**src/rtl/pacman_pkg.sv**
```systemverilog
// rtl/pacman_pkg.sv - shared types and VGA constants for the Pac-Man motion slice
package pacman_pkg;

   localparam int H_VISIBLE_AREA = 640;
   localparam int V_VISIBLE_AREA = 480;

   typedef enum logic [1:0] {
      DIR_RIGHT = 2'd0,
      DIR_DOWN  = 2'd1,
      DIR_LEFT  = 2'd2,
      DIR_UP    = 2'd3
   } dir_t;

   typedef enum logic [1:0] {
      ST_IDLE,
      ST_Q_TURN,
      ST_Q_FWD,
      ST_UPDATE
   } motion_state_t;

endpackage

```
**src/rtl/pacman_motion_btn_debounce.sv**
```systemverilog
// rtl/pacman_motion_btn_debounce.sv - button synchronizer and debouncer with rising-edge pulse
module btn_debounce
   import pacman_pkg::*;
#(
   parameter int DEBOUNCE_CYCLES = 250000
) (
   input  logic i_clk,
   input  logic i_rst_n,
   input  logic i_btn,
   output logic o_rise
);

   localparam int CW = $clog2(DEBOUNCE_CYCLES + 1);

   logic          r_sync1;
   logic          r_sync2;
   logic          r_level;
   logic          r_rise;
   logic [CW-1:0] r_cnt;

   // Synchronize, then accept a new level only after it differs for DEBOUNCE_CYCLES cycles
   always_ff @(posedge i_clk or negedge i_rst_n) begin
      if (!i_rst_n) begin
         r_sync1 <= 1'b0;
         r_sync2 <= 1'b0;
         r_level <= 1'b0;
         r_rise  <= 1'b0;
         r_cnt   <= '0;
      end else begin
         r_sync1 <= i_btn;
         r_sync2 <= r_sync1;
         r_rise  <= 1'b0;
         if (r_sync2 == r_level) begin
            r_cnt <= '0;
         end else if (r_cnt == CW'(DEBOUNCE_CYCLES - 1)) begin
            r_level <= r_sync2;
            r_rise  <= r_sync2;
            r_cnt   <= '0;
         end else begin
            r_cnt <= r_cnt + CW'(1);
         end
      end
   end

   assign o_rise = r_rise;

endmodule

```
**src/rtl/pacman_motion.sv**
```systemverilog
// rtl/pacman_motion.sv - per-frame Pac-Man movement FSM with wall query handshake
module pacman_motion
   import pacman_pkg::*;
#(
   parameter int H_ADDR_WIDTH    = 10,
   parameter int V_ADDR_WIDTH    = 10,
   parameter int SPRITE_SIZE     = 16,
   parameter int STEP            = 2,
   parameter int START_X         = 312,
   parameter int START_Y         = 368,
   parameter int DEBOUNCE_CYCLES = 250000,
   parameter int ANIM_FRAMES     = 8
) (
   input  logic                    i_clk,
   input  logic                    i_rst_n,
   input  logic                    i_frame_stb,
   input  logic                    i_btn_up,
   input  logic                    i_btn_down,
   input  logic                    i_btn_left,
   input  logic                    i_btn_right,
   output logic                    o_wall_req,
   output logic [H_ADDR_WIDTH-1:0] o_wall_x,
   output logic [V_ADDR_WIDTH-1:0] o_wall_y,
   input  logic                    i_wall_ack,
   input  logic                    i_wall_hit,
   output logic [H_ADDR_WIDTH-1:0] o_pac_x,
   output logic [V_ADDR_WIDTH-1:0] o_pac_y,
   output logic [1:0]              o_pac_dir,
   output logic                    o_pac_moving,
   output logic                    o_mouth_open,
   output logic                    o_busy
);

   localparam logic [H_ADDR_WIDTH:0] X_MAX_E  = (H_ADDR_WIDTH+1)'(H_VISIBLE_AREA - SPRITE_SIZE);
   localparam logic [H_ADDR_WIDTH:0] X_STEP_E = (H_ADDR_WIDTH+1)'(STEP);
   localparam logic [V_ADDR_WIDTH:0] Y_MAX_E  = (V_ADDR_WIDTH+1)'(V_VISIBLE_AREA - SPRITE_SIZE);
   localparam logic [V_ADDR_WIDTH:0] Y_STEP_E = (V_ADDR_WIDTH+1)'(STEP);
   localparam int ACW = (ANIM_FRAMES > 1) ? $clog2(ANIM_FRAMES) : 1;

   logic w_rise_up, w_rise_down, w_rise_left, w_rise_right;

   btn_debounce #(.DEBOUNCE_CYCLES(DEBOUNCE_CYCLES)) u_db_up (
      .i_clk(i_clk), .i_rst_n(i_rst_n), .i_btn(i_btn_up), .o_rise(w_rise_up));
   btn_debounce #(.DEBOUNCE_CYCLES(DEBOUNCE_CYCLES)) u_db_down (
      .i_clk(i_clk), .i_rst_n(i_rst_n), .i_btn(i_btn_down), .o_rise(w_rise_down));
   btn_debounce #(.DEBOUNCE_CYCLES(DEBOUNCE_CYCLES)) u_db_left (
      .i_clk(i_clk), .i_rst_n(i_rst_n), .i_btn(i_btn_left), .o_rise(w_rise_left));
   btn_debounce #(.DEBOUNCE_CYCLES(DEBOUNCE_CYCLES)) u_db_right (
      .i_clk(i_clk), .i_rst_n(i_rst_n), .i_btn(i_btn_right), .o_rise(w_rise_right));

   motion_state_t           r_state;
   dir_t                    r_dir;
   dir_t                    r_qdir;
   dir_t                    r_qry_dir;
   logic                    r_qv;
   logic                    r_moving;
   logic                    r_wall_req;
   logic                    r_phase;
   logic [ACW-1:0]          r_anim_cnt;
   logic [H_ADDR_WIDTH-1:0] r_x;
   logic [H_ADDR_WIDTH-1:0] r_wall_x;
   logic [V_ADDR_WIDTH-1:0] r_y;
   logic [V_ADDR_WIDTH-1:0] r_wall_y;

   dir_t                    w_cand_dir;
   logic [H_ADDR_WIDTH:0]   w_x_inc;
   logic [V_ADDR_WIDTH:0]   w_y_inc;
   logic [H_ADDR_WIDTH-1:0] w_cand_x;
   logic [V_ADDR_WIDTH-1:0] w_cand_y;
   logic                    w_cand_ok;
   logic                    w_resolve;
   logic                    w_hit;

   assign w_cand_dir = (r_state == ST_Q_TURN) ? r_qdir : r_dir;
   assign w_x_inc    = {1'b0, r_x} + X_STEP_E;
   assign w_y_inc    = {1'b0, r_y} + Y_STEP_E;

   // Next position one step in the queried direction; horizontal wraps, vertical edges block
   always_comb begin
      w_cand_x  = r_x;
      w_cand_y  = r_y;
      w_cand_ok = 1'b1;
      case (w_cand_dir)
         DIR_RIGHT: w_cand_x = (w_x_inc > X_MAX_E) ? '0 : w_x_inc[H_ADDR_WIDTH-1:0];
         DIR_LEFT:  w_cand_x = ({1'b0, r_x} < X_STEP_E) ? X_MAX_E[H_ADDR_WIDTH-1:0]
                                                       : r_x - X_STEP_E[H_ADDR_WIDTH-1:0];
         DIR_DOWN: begin
            w_cand_y  = w_y_inc[V_ADDR_WIDTH-1:0];
            w_cand_ok = (w_y_inc <= Y_MAX_E);
         end
         DIR_UP: begin
            w_cand_y  = r_y - Y_STEP_E[V_ADDR_WIDTH-1:0];
            w_cand_ok = ({1'b0, r_y} >= Y_STEP_E);
         end
         default: w_cand_ok = 1'b1;
      endcase
   end

   // An off-screen vertical candidate resolves at once as a hit without touching the maze
   assign w_resolve = r_wall_req ? i_wall_ack : ~w_cand_ok;
   assign w_hit     = r_wall_req ? i_wall_hit : 1'b1;

   // Motion FSM, wall handshake, position/animation commit and turn queue
   always_ff @(posedge i_clk or negedge i_rst_n) begin
      if (!i_rst_n) begin
         r_state    <= ST_IDLE;
         r_dir      <= DIR_LEFT;
         r_qdir     <= DIR_RIGHT;
         r_qry_dir  <= DIR_LEFT;
         r_qv       <= 1'b0;
         r_moving   <= 1'b0;
         r_wall_req <= 1'b0;
         r_wall_x   <= '0;
         r_wall_y   <= '0;
         r_x        <= H_ADDR_WIDTH'(START_X);
         r_y        <= V_ADDR_WIDTH'(START_Y);
         r_phase    <= 1'b1;
         r_anim_cnt <= '0;
      end else begin
         case (r_state)
            ST_IDLE: begin
               if (i_frame_stb) begin
                  if (r_qv && (r_qdir != r_dir)) begin
                     r_state <= ST_Q_TURN;
                  end else if (r_qv) begin
                     r_qv    <= 1'b0;
                     r_state <= ST_Q_FWD;
                  end else if (r_moving) begin
                     r_state <= ST_Q_FWD;
                  end
               end
            end
            ST_Q_TURN, ST_Q_FWD: begin
               if (!r_wall_req && w_cand_ok) begin
                  r_wall_req <= 1'b1;
                  r_wall_x   <= w_cand_x;
                  r_wall_y   <= w_cand_y;
                  r_qry_dir  <= w_cand_dir;
               end else if (w_resolve) begin
                  r_wall_req <= 1'b0;
                  if (r_state == ST_Q_TURN) begin
                     if (w_hit) begin
                        r_state <= ST_Q_FWD;
                     end else begin
                        r_dir   <= r_qry_dir;
                        r_qv    <= 1'b0;
                        r_state <= ST_UPDATE;
                     end
                  end else if (w_hit) begin
                     r_moving <= 1'b0;
                     r_state  <= ST_IDLE;
                  end else begin
                     r_state <= ST_UPDATE;
                  end
               end
            end
            ST_UPDATE: begin
               r_x      <= r_wall_x;
               r_y      <= r_wall_y;
               r_moving <= 1'b1;
               if (r_anim_cnt == '0) begin
                  r_phase <= ~r_phase;
               end
               r_anim_cnt <= (r_anim_cnt == ACW'(ANIM_FRAMES - 1)) ? '0 : r_anim_cnt + ACW'(1);
               r_state    <= ST_IDLE;
            end
            default: r_state <= ST_IDLE;
         endcase

         if (w_rise_up) begin
            r_qdir <= DIR_UP;
            r_qv   <= 1'b1;
         end else if (w_rise_down) begin
            r_qdir <= DIR_DOWN;
            r_qv   <= 1'b1;
         end else if (w_rise_left) begin
            r_qdir <= DIR_LEFT;
            r_qv   <= 1'b1;
         end else if (w_rise_right) begin
            r_qdir <= DIR_RIGHT;
            r_qv   <= 1'b1;
         end
      end
   end

   assign o_wall_req   = r_wall_req;
   assign o_wall_x     = r_wall_x;
   assign o_wall_y     = r_wall_y;
   assign o_pac_x      = r_x;
   assign o_pac_y      = r_y;
   assign o_pac_dir    = r_dir;
   assign o_pac_moving = r_moving;
   assign o_mouth_open = r_phase | ~r_moving;
   assign o_busy       = (r_state != ST_IDLE);

endmodule

```
**config.mk**
```make
export PLATFORM = sky130hd
export DESIGN_NAME = pacman_motion
export DESIGN_NICKNAME = d
export VERILOG_FILES = /design/src/rtl/pacman_pkg.sv /design/src/rtl/pacman_motion_btn_debounce.sv /design/src/rtl/pacman_motion.sv
export SDC_FILE = /design/constraint.sdc
export NUM_CORES = 1
export LEC_CHECK = 0
export CAP_MARGIN = 40
export CORE_MARGIN = 2
export CORE_UTILIZATION = 55
export DETAILED_ROUTE_END_ITERATION = 10
export PLACE_DENSITY = 0.76
export REMOVE_ABC_BUFFERS = 1
export SETUP_SLACK_MARGIN = 0.5
export SLEW_MARGIN = 15
export SYNTH_ARGS = -nofsm -noshare
export SYNTH_HDL_FRONTEND = slang
export SYNTH_SLANG_ARGS = --single-unit
```
**constraint.sdc**
```tcl
create_clock -name i_clk -period 3.09 [get_ports i_clk]
set_input_delay 0.927 -clock i_clk [delete_from_list [all_inputs] [get_ports i_clk]]
set_output_delay 0.927 -clock i_clk [all_outputs]
set_load 0.02 [all_outputs]
```
==> flow_metrics.tcl, run 1 <==
set metrics [dict create \
    vias 5799 \
    clock_latency_ns 0.42 \
    n_antenna_cell 0 \
    tightest_slew_ns 0.718 \
    final_antenna_net_count 0 \
    worstPathMaxFanout 8 \
    cp_slowest_cell "clkdlybuf4s50_1" \
    required_ns 2.16 \
    avgViaCountPerCell 5.84 \
    port_buffers 54 \
    routedWlPerCell_um 16.4 \
    synth_cell_types 68 \
    yosys.area.top_type_share 0.448 \
    path_class "register to output port" \
    start_util 0.559 \
    routed_wl_mm 16.3 \
    layout_commonest_cell "dfrtp_1" \
    async_flop_share 1.00 \
    ios 55 \
    pwr_density_cell_mw_per_mm2 625 \
    dp.cells 954 \
    synthCells 746 \
    yosysWarnings 0 \
    yosysSeqAreaShare 0.487 \
    maxCapViolCount 0 \
    dieArea_mm2 0.0143 \
    grt_pass1_wl_mm 27.2 \
    drt_iter0_markers 493 \
    syn_to_final_growth_pct 18.5 \
    synth_edf_count 0 \
    drc 0 \
    yosysTopAreaCell "dfrtp_1" \
    peakVddDrop_mv 0.339 \
    pre_cts_ws_ns 0.547 \
    postSynthAreaPerCell_um2 9.88 \
    rsz0062_at_grt "false" \
    critPathCaptureType "output port" \
    core-area_mm2 0.0132 \
    ys_ff_latch 143 \
    grt_usage 0.236 \
    skew_ns 0.00655 \
    clkSinkCount 143 \
    slew-limit-headroom 0.517 \
    mostFrequentLayoutCells "125 x dfrtp_1, 99 x nor2_1, 62 x nand2_1" \
    grt_pass1_vias 5668 \
    synth_area_leaders "dfrtp_1 45%, xor2_1 5.2%, nor2_1 5.0%, xnor2_1 4.6%, mux2_2 4.0%" \
    nets 831 \
    clock_path_buffers 2 \
    drive_above_1_share 0.126 \
    final-setup-viol-count 0 \
    cts_buffers 17 \
    hp-class "register to register" \
    die_h_um 120 \
    crit_family "buffers and inverters" \
    min_period_ns 2.54 \
    max_freq_mhz 394 \
    worstPathArrival_ns 1.61 \
    cts_tree "done" \
    clk_pin_slew_ns 0.06 \
    grt_max_degree 55 \
    rows 42 \
    status "completed" \
    fin_ws_ns 0.550 \
    grt_overflow 0 \
    dpl.hpwl_mm 10.8 \
    critPathMaxStageDelay_ns 0.67 \
    crit_chain "clkdlybuf4s50_1" \
    path_buf_inv 1 \
    drv_slew 0 \
    min_period_over_period 0.822 \
    power.leakage_uw 0.00380 \
    hold_viol 0 \
    firstDrtPassIters 6 \
    cts_hold_buf 0 \
    setup.worst_path.start_class "register" \
    syn_area_mm2 0.00737 \
    cts-root-buf "clkbuf_16" \
    fin_tns_setup_ns 0 \
    antenna_found_initial 0 \
    ys.flop_type "dfrtp_1" \
    cts_max_level 4 \
    fin_cells 993 \
    die_w_um 120 \
    place_congestion 0.900 \
]
## registers in the layout (all words and copies together), names as in the netlist, 2 cells and up
register,count
o_wall_x,10
o_pac_x,10
r_qry_dir,2
o_pac_dir,2
u_db_right.r_cnt,18
r_qdir,2
r_anim_cnt,3
o_wall_y,10
r_state,2
u_db_left.r_cnt,18
o_pac_y,10
u_db_up.r_cnt,18
u_db_down.r_cnt,18
## stage by stage
stage | utilization | hold WS [ns] | power (µW) | area [µm²]
2_1_floorplan | - | 0.331 | 2970 | 7220
3_3_place_gp | 0.613 | 0.333 | 3400 | 8090
3_5_place_dp | 0.613 | 0.336 | 3460 | 8090
4_1_cts | 0.655 | 0.347 | 5370 | 8640
5_1_grt | 0.662 | 0.350 | 5720 | 8730
6_report | 0.662 | 0.345 | 5460 | 8730
## worst reg2reg max path, delay by kind of cell, from the launching register on
family          cells  cell delay (ns)
buf+inv             2             0.30
fa+ha+maj           1             0.23
mux                 1             0.34
flops               1             0.39
simple gates        1             0.44
compound gates      3             0.67
## cell usage after synthesis, drive strengths merged (14+ instances only)
cell type,instances
dfrtp,132
nor2,99
nand2,64
nand3,44
xor2,44
xnor2,39
o21ai,32
inv,27
mux2,26
clkbuf,20
nand4,19
a21oi,18
ha,18
nor3,15
nor4,14
## per-layer routing
layer / part of all wire / global-route usage / wire length (µm) / vias to the layer above
met4: 0.019 / 0.0890 / 314 / 0
met5: 0 / 0 / 0 / -
met1: 0.43 / 0.301 / 6990 / 2866
li1: - / - / - / 2733
met2: 0.50 / 0.396 / 8160 / 164
met3: 0.049 / 0.0513 / 803 / 36
## final cells by class
cell class / instances / area (µm²)
clock buffers: 20 / 457
inverters: 27 / 101
multi-input cells: 545 / 3560
flip-flops and latches: 143 / 3600
well taps: 176 / 220
clock inverters: 12 / 93.8
fillers: 1030 / 4460
repair buffers: 70 / 702
## what timing repair did
| item | in CTS | in global routing |
|---|---|---|
| pin swaps | 1 | 3 |
| gates resized for setup | 14 | 8 |
| cloned | 0 | 1 |
| endpoints found under the setup margin | 16 | 19 |
| buffers inserted | 1 | 5 |
## where the power goes
group,leakage [µW],total (µW),switching (µW),internal (µW)
logic,0.00163,1310,732,579
registers,0.00189,2240,206,2030
clock network,0.000275,1910,772,1140
total,0.00380,5460,1710,3750
## cells by family after synthesis
kind of cell,synth area share
buffers and inverters,0.0338
xor gates and xnor gates,0.0986
adders and majority gates,0.0306
AOI/OAI and AO/OA,0.0957
DFF,0.487
and+or+nand+nor,0.203
muxes,0.0506
## worst paths after layout
kind                               startpoint                   to  slack, ns  depth (start not counted)
max                                o_pac_x[9]           o_pac_x[9]       0.55                          1
min                        u_db_right.r_sync1   u_db_right.r_sync2       0.34                          0
max reg2reg                        r_state[1]          o_wall_x[6]       0.61                          8
min reg2reg                u_db_right.r_sync1   u_db_right.r_sync2       0.34                          0
max in group asynchronous             i_rst_n    u_db_up.r_cnt[14]       1.94                          2
min in group asynchronous             i_rst_n  u_db_right.r_cnt[4]       0.45                          1
Note: power is estimated with default switching activity, not from simulation.
==> inputs of run 2 (changes only) <==
--- a/config.mk
+++ b/config.mk
@@ -7,7 +7,7 @@
 export LEC_CHECK = 0
 export CAP_MARGIN = 40
 export CORE_MARGIN = 2
-export CORE_UTILIZATION = 55
+export CORE_UTILIZATION = 53
 export DETAILED_ROUTE_END_ITERATION = 10
 export PLACE_DENSITY = 0.76
 export REMOVE_ABC_BUFFERS = 1
==> constraint.sdc (replaced) <==
create_clock -name i_clk -period 2.1 [get_ports i_clk]
set_input_delay 0.63 -clock i_clk [delete_from_list [all_inputs] [get_ports i_clk]]
set_output_delay 0.63 -clock i_clk [all_outputs]
set_load 0.02 [all_outputs]
==> run 2 against run 1 <==
  * The run now ends with negative setup slack left
  * Sequential share of layout area down 9.0 points
  * First-iteration DRC count grew 110%
  * Power grew 89%
  * Register-to-register slack lost 0.99 ns
  * Utilization increased by 16 points
  * Clock skew grew 0.0066 ns
  * Largest power group is now combinational cells
  * Highest routed layer unchanged
==> flow_metrics.tcl, run 2 (synthesized netlist as in run 1, its figures left out) <==
set metrics [dict create \
    final-setup-viol-count 26 \
    mostFrequentLayoutCells "143 x buf_4, 118 x dfrtp_1, 86 x buf_6" \
    drive_above_1_share 0.449 \
    grt_max_degree 46 \
    pwr_density_cell_mw_per_mm2 919 \
    place_congestion 0.928 \
    final_antenna_net_count 0 \
    p_int_uw 7030 \
    cts_max_level 4 \
    grt_usage 0.298 \
    clock_latency_ns 0.43 \
    cts_buffers 17 \
    dp.cells 1019 \
    drv_slew 0 \
    slew-limit-headroom 0.658 \
    p_total_uw 10300 \
    fin_tns_setup_ns -6.20 \
    setup.worst_path.start_class "register" \
    avgViaCountPerCell 6.16 \
    gr-usage-met2 0.510 \
    grtUsageMet3 0.0599 \
    routed_wl_mm 24.8 \
    clock_path_buffers 2 \
    die_w_um 122 \
    crit_chain "ha_4, buf_6, nor3b_4, a31oi_2, o211ai_1, o2111ai_2, buf_6, buf_8, buf_8, a221oi_2, a21oi_1" \
    drc 0 \
    port_buffers 54 \
    hp-class "input pin to async pin" \
    routedWlPerCell_um 21.1 \
    core-area_mm2 0.0137 \
    pre_cts_ws_ns -0.185 \
    nets 1010 \
    fin_cells 1176 \
    p_sw_uw 3280 \
    regToRegSetupSlack_ns -0.38 \
    grt_busiest_layer "met2" \
    grt_overflow 0 \
    hold_viol 0 \
    p_sw_frac 0.318 \
    layout_commonest_cell "buf_4" \
    required_ns 2.41 \
    peakVddDrop_mv 0.673 \
    max_freq_mhz 403 \
    vias 7241 \
    maxCapViolCount 0 \
    met1_usage 0.347 \
    min_period_over_period 1.18 \
    critPathMaxStageDelay_ns 0.46 \
    firstDrtPassIters 6 \
    dieArea_mm2 0.0149 \
    cp_slowest_cell "dfrtp_2" \
    min_period_ns 2.48 \
    syn_to_final_growth_pct 52.1 \
    r2r_end "o_wall_x[5]" \
    r2r-start "o_pac_y[2]" \
    p_comb_frac 0.349 \
    path_class "register to register" \
    p_seq_frac 0.312 \
    rr_worst_depth 11 \
    rsz0062_at_grt "true" \
    rows 43 \
    n_antenna_cell 0 \
    tightest_slew_ns 0.505 \
    power.leakage_uw 0.00504 \
    dpl.hpwl_mm 11.8 \
    drt_iter0_markers 1020 \
    skew_ns 0.0132 \
    grt_pass1_vias 7097 \
    p_clk_frac 0.339 \
    cts_tree "done" \
    start_util 0.537 \
    grt_pass1_wl_mm 34.7 \
    design_area_mm2 0.0112 \
    postPlaceCellArea_mm2 0.00855 \
    die_h_um 122 \
    violations "negative setup slack" \
    fin_ws_ns -0.382 \
    clk_pin_slew_ns 0.07 \
    clkSinkCount 143 \
    ios 55 \
    critPathCaptureType "register" \
    antenna_found_initial 0 \
    worstPathMaxFanout 6 \
    cts-root-buf "clkbuf_16" \
    status "complete, but fails checks" \
    worstPathArrival_ns 2.79 \
]
[run 2: cell types whose count changed in the layout (fill, tap and decap cells not counted), moves of 8 or more]
| cell | before | now |
|---|---|---|
| clkinv_2 | 8 | 0 |
| nand2_1 | 62 | 47 |
| mux2_4 | 0 | 9 |
| buf_6 | 2 | 86 |
| buf_4 | 12 | 143 |
| nor2_1 | 99 | 75 |
| o21ai_0 | 32 | 21 |
| dlygate4sd2_1 | 9 | 0 |
| nand2_2 | 2 | 12 |
| mux2_2 | 26 | 17 |
| nor2_4 | 0 | 20 |
| ha_1 | 18 | 8 |
| clkdlybuf4s50_1 | 42 | 7 |
[run 2: area by class of cell]
class | instances | area (µm²)
Clock inverter | 8 | 176
Sequential cell | 143 | 3610
Fill cell | 645 | 2500
Timing Repair Buffer | 249 | 2330
Multi-Input combinational cell | 545 | 4270
Inverter | 27 | 106
Tap cell | 180 | 225
Clock buffer | 24 | 502
[run 2: stage by stage]
stage	hold WS, ns	utilization
2_1_floorplan	0.331	-
3_5_place_dp	0.336	0.624
5_1_grt	0.142	0.817
3_3_place_gp	0.334	0.624
4_1_cts	0.147	0.762
6_report	0.123	0.817
[run 2: critical path, delay by kind of cell, from the launching register on]
| kind | cells | cell delay (ns) |
|---|---|---|
| AO/OA/AOI/OAI | 5 | 0.90 |
| buffers and inverters | 4 | 0.57 |
| flip-flops | 1 | 0.46 |
| AND/OR/NAND/NOR | 1 | 0.21 |
| adder cells (fa/ha/maj) | 1 | 0.20 |
[run 2: repair_timing]
item / in CTS / in global routing
gates resized for setup: 425 / 102
pin swaps: 52 / 53
cloned: 3 / 0
setup buffers: 75 / 47
hold endpoints to repair: 0 / 0
hold buffers: 0 / 0
endpoints found under the setup margin: 138 / 147
[run 2: metal layers]
layer	routed length, µm	part of all wire	vias to the layer above
met3	1430	0.058	120
met2	12900	0.52	426
met1	9150	0.37	3609
met4	1310	0.053	0
li1	-	-	3086
met5	0	0	-
[run 2: power by group through the flow]
stage / Clock (µW) / Combinational, µW / Sequential [µW]
2_1_floorplan: 0 / 987 / 3380
3_3_place_gp: 0 / 2020 / 3250
3_5_place_dp: 0 / 2100 / 3260
4_1_cts: 3470 / 3030 / 3180
5_1_grt: 3640 / 3770 / 3220
6_report: 3490 / 3600 / 3210
[run 2: worst max path at each step]
stage,start,end,slack [ns]
after CTS,o_pac_y[6],o_wall_x[9],-0.11
after global routing,o_pac_y[2],o_wall_x[5],-0.46
after detailed placement,o_pac_y[1],o_wall_x[3],-0.19
final,o_pac_y[2],o_wall_x[5],-0.38
after global placement,o_pac_y[1],o_wall_x[5],-0.1
after floorplan,r_state[1],o_wall_x[6],-0.80
==> inputs of run 3 (changes only) <==
--- a/config.mk
+++ b/config.mk
@@ -6,10 +6,10 @@
 export NUM_CORES = 1
 export LEC_CHECK = 0
 export CAP_MARGIN = 40
-export CORE_MARGIN = 2
-export CORE_UTILIZATION = 53
+export CORE_UTILIZATION = 55
+export CTS_BUF_LIST = sky130_fd_sc_hd__clkbuf_2
 export DETAILED_ROUTE_END_ITERATION = 10
-export PLACE_DENSITY = 0.76
+export PLACE_DENSITY = 0.79
 export REMOVE_ABC_BUFFERS = 1
 export SETUP_SLACK_MARGIN = 0.5
 export SLEW_MARGIN = 15
==> run 3 against run 2 <==
  * Largest cell class unchanged
  * Cell count grew 2.5%
  * Fmax fell by 9.6%
  * Non-clock buffer count up 35
  * Critical path type unchanged
  * Utilization rose by 5.4 points
  * Setup slack worse by 0.27 ns
  * Clock skew rose by 0.037 ns
  * The run still ends with negative setup slack left
  * Via count grew 5.3%
  * Sequential power fell by 2%
  * Final area decreased by 0.40%
  * Routed wire length rose by 11%
  * Critical path depth is 1 lower
==> flow_metrics.tcl, run 3 (synthesized netlist as in run 1, its figures left out) <==
set metrics [dict create \
    status "complete, but fails checks" \
    violations "negative setup slack" \
    r2r_end "r_state[1]" \
    final-setup-viol-count 47 \
    clock_path_buffers 2 \
    worstHoldStart "i_btn_left" \
    die_w_um 118 \
    utilization 0.871 \
    clkSinkCount 143 \
    hp-class "input pin to register" \
    drt_iter0_markers 886 \
    dieArea_mm2 0.0139 \
    routed_wl_mm 27.6 \
    cp_slowest_cell "dfrtp_1" \
    grt_max_degree 50 \
    p_int_uw 5810 \
    grt_overflow 0 \
    cts-root-buf "clkbuf_2" \
    final_antenna_net_count 0 \
    p_sw_uw 3370 \
    critPathMaxStageDelay_ns 0.46 \
    postPlaceCellArea_mm2 0.00865 \
    path_common_cell "buf_6" \
    drc 0 \
    layout_commonest_cell "buf_4" \
    path_buf_inv 3 \
    max_freq_mhz 364 \
    tightest_slew_ns 0.711 \
    cts_buffers 17 \
    worstPathArrival_ns 3.42 \
    regToRegSetupSlack_ns -0.65 \
    rsz0062_at_grt "true" \
    path_class "register to register" \
    pwr_density_cell_mw_per_mm2 822 \
    drive_above_1_share 0.462 \
    p_sw_frac 0.367 \
    setup.worst_path.start_class "register" \
    min_period_over_period 1.31 \
    drv_slew 0 \
    antenna_found_initial 0 \
    fin_tns_setup_ns -9.69 \
    vias 7624 \
    routedWlPerCell_um 22.9 \
    dpl.hpwl_mm 12.2 \
    firstDrtPassIters 8 \
    r2r-start "r_state[1]" \
    cts_tree "done" \
    p_comb_frac 0.464 \
    required_ns 2.77 \
    syn_to_final_growth_pct 51.5 \
    rr_worst_depth 10 \
    skew_ns 0.0499 \
    holdWs_ns 0.271 \
    die_h_um 118 \
    maxCapViolCount 0 \
    whs_path_depth 1 \
    place_congestion 0.906 \
    ios 55 \
    grt_usage 0.320 \
    clk_pin_slew_ns 0.24 \
    fin_ws_ns -0.647 \
    nets 1047 \
    design_area_mm2 0.0112 \
    fin_cells 1205 \
    mostFrequentLayoutCells "168 x buf_4, 126 x dfrtp_1, 96 x buf_6" \
    hold_viol 0 \
    nFillCells 543 \
    worstPathMaxFanout 4 \
    crit_family "compound AO/OA/AOI/OAI gates" \
    min_period_ns 2.75 \
    slew-limit-headroom 0.521 \
    cts_max_level 4 \
    critPathCaptureType "register" \
    port_buffers 54 \
    crit_chain "inv_2, ha_4, or3b_4, a21oi_2, o211ai_1, o2111ai_4, buf_6, buf_6, nand2_4, mux2i_1" \
    dp.cells 1023 \
    n_antenna_cell 0 \
    grt_pass1_vias 7230 \
    core-area_mm2 0.0128 \
    clock_latency_ns 0.80 \
    start_util 0.575 \
    p_seq_frac 0.344 \
    grt_pass1_wl_mm 35.2 \
    p_clk_frac 0.192 \
    peakVddDrop_mv 0.538 \
    min_to "u_db_left.r_sync1" \
    power.leakage_uw 0.00511 \
    rows 41 \
    avgViaCountPerCell 6.33 \
]
run 3: changes by cell type in the layout (fill, tap and decap cells not counted), sizes merged:
cell         before  now
buf             242  276
clkbuf           24   20
clkinv            3    6
bufinv            5    3
clkinvlp          0    2
nand2            64   66
dlygate4sd3       0    1
inv              27   28
run 3: layout make-up:
type,instances,area (µm²),share of cell area
clock buffers,20,100,0.00896
clock inverters,12,143,0.0128
inverters,27,111,0.00997
multi-input cells,547,4330,0.388
flip-flops and latches,143,3600,0.322
well taps,172,215,0.0193
repair buffers,284,2670,0.239
run 3: through the flow:
stage	power (µW)	worst slack [ns]
after detailed placement	5460	-0.145
after global routing	9460	-0.663
final	9180	-0.647
after floorplan	4370	-0.798
after CTS	8290	-0.196
after global placement	5360	-0.121
run 3: worst register-to-register path: stages, from the launching register on:
cell and delay [ns]:
dfrtp_1 0.46, inv_2 0.08, ha_4 0.18, or3b_4 0.40
a21oi_2 0.15, o211ai_1 0.16, o2111ai_4 0.38, buf_6 0.19
buf_6 0.13, nand2_4 0.07, mux2i_1 0.42
run 3: worst max-delay path by stage:
stage	start	end	slack, ns	depth (start not counted)
floorplan	r_state[1]	o_wall_x[6]	-0.80	7
global placement	r_state[1]	o_wall_y[8]	-0.12	8
detailed placement	r_state[1]	o_wall_y[8]	-0.15	8
CTS	r_state[1]	o_busy	-0.20	5
global route	r_state[1]	r_state[1]	-0.66	10
finish	r_state[1]	r_state[1]	-0.65	10
run 3: metal layers:
metal / wire (µm) / track usage / vias to the layer above
met5: 0 / 0 / -
met3: 2150 / 0.0581 / 200
met1: 9920 / 0.368 / 3678
met4: 1820 / 0.168 / 0
li1: - / - / 3155
met2: 13700 / 0.567 / 591
run 3: power groups by stage:
stage / logic [µW] / clock network (µW) / registers, µW
after floorplan: 987 / 0 / 3380
after global placement: 2140 / 0 / 3220
after detailed placement: 2220 / 0 / 3240
after CTS: 3480 / 1690 / 3130
after global routing: 4440 / 1850 / 3170
final: 4260 / 1770 / 3160
run 3: what timing repair did:
action / in CTS / in global routing
endpoints found under the setup margin: 148 / 152
hold buffers: 1 / 0
cloned: 4 / 3
endpoints found under the hold margin: 37 / 0
gates resized for setup: 423 / 114
pin swaps: 53 / 54
setup buffers: 103 / 39
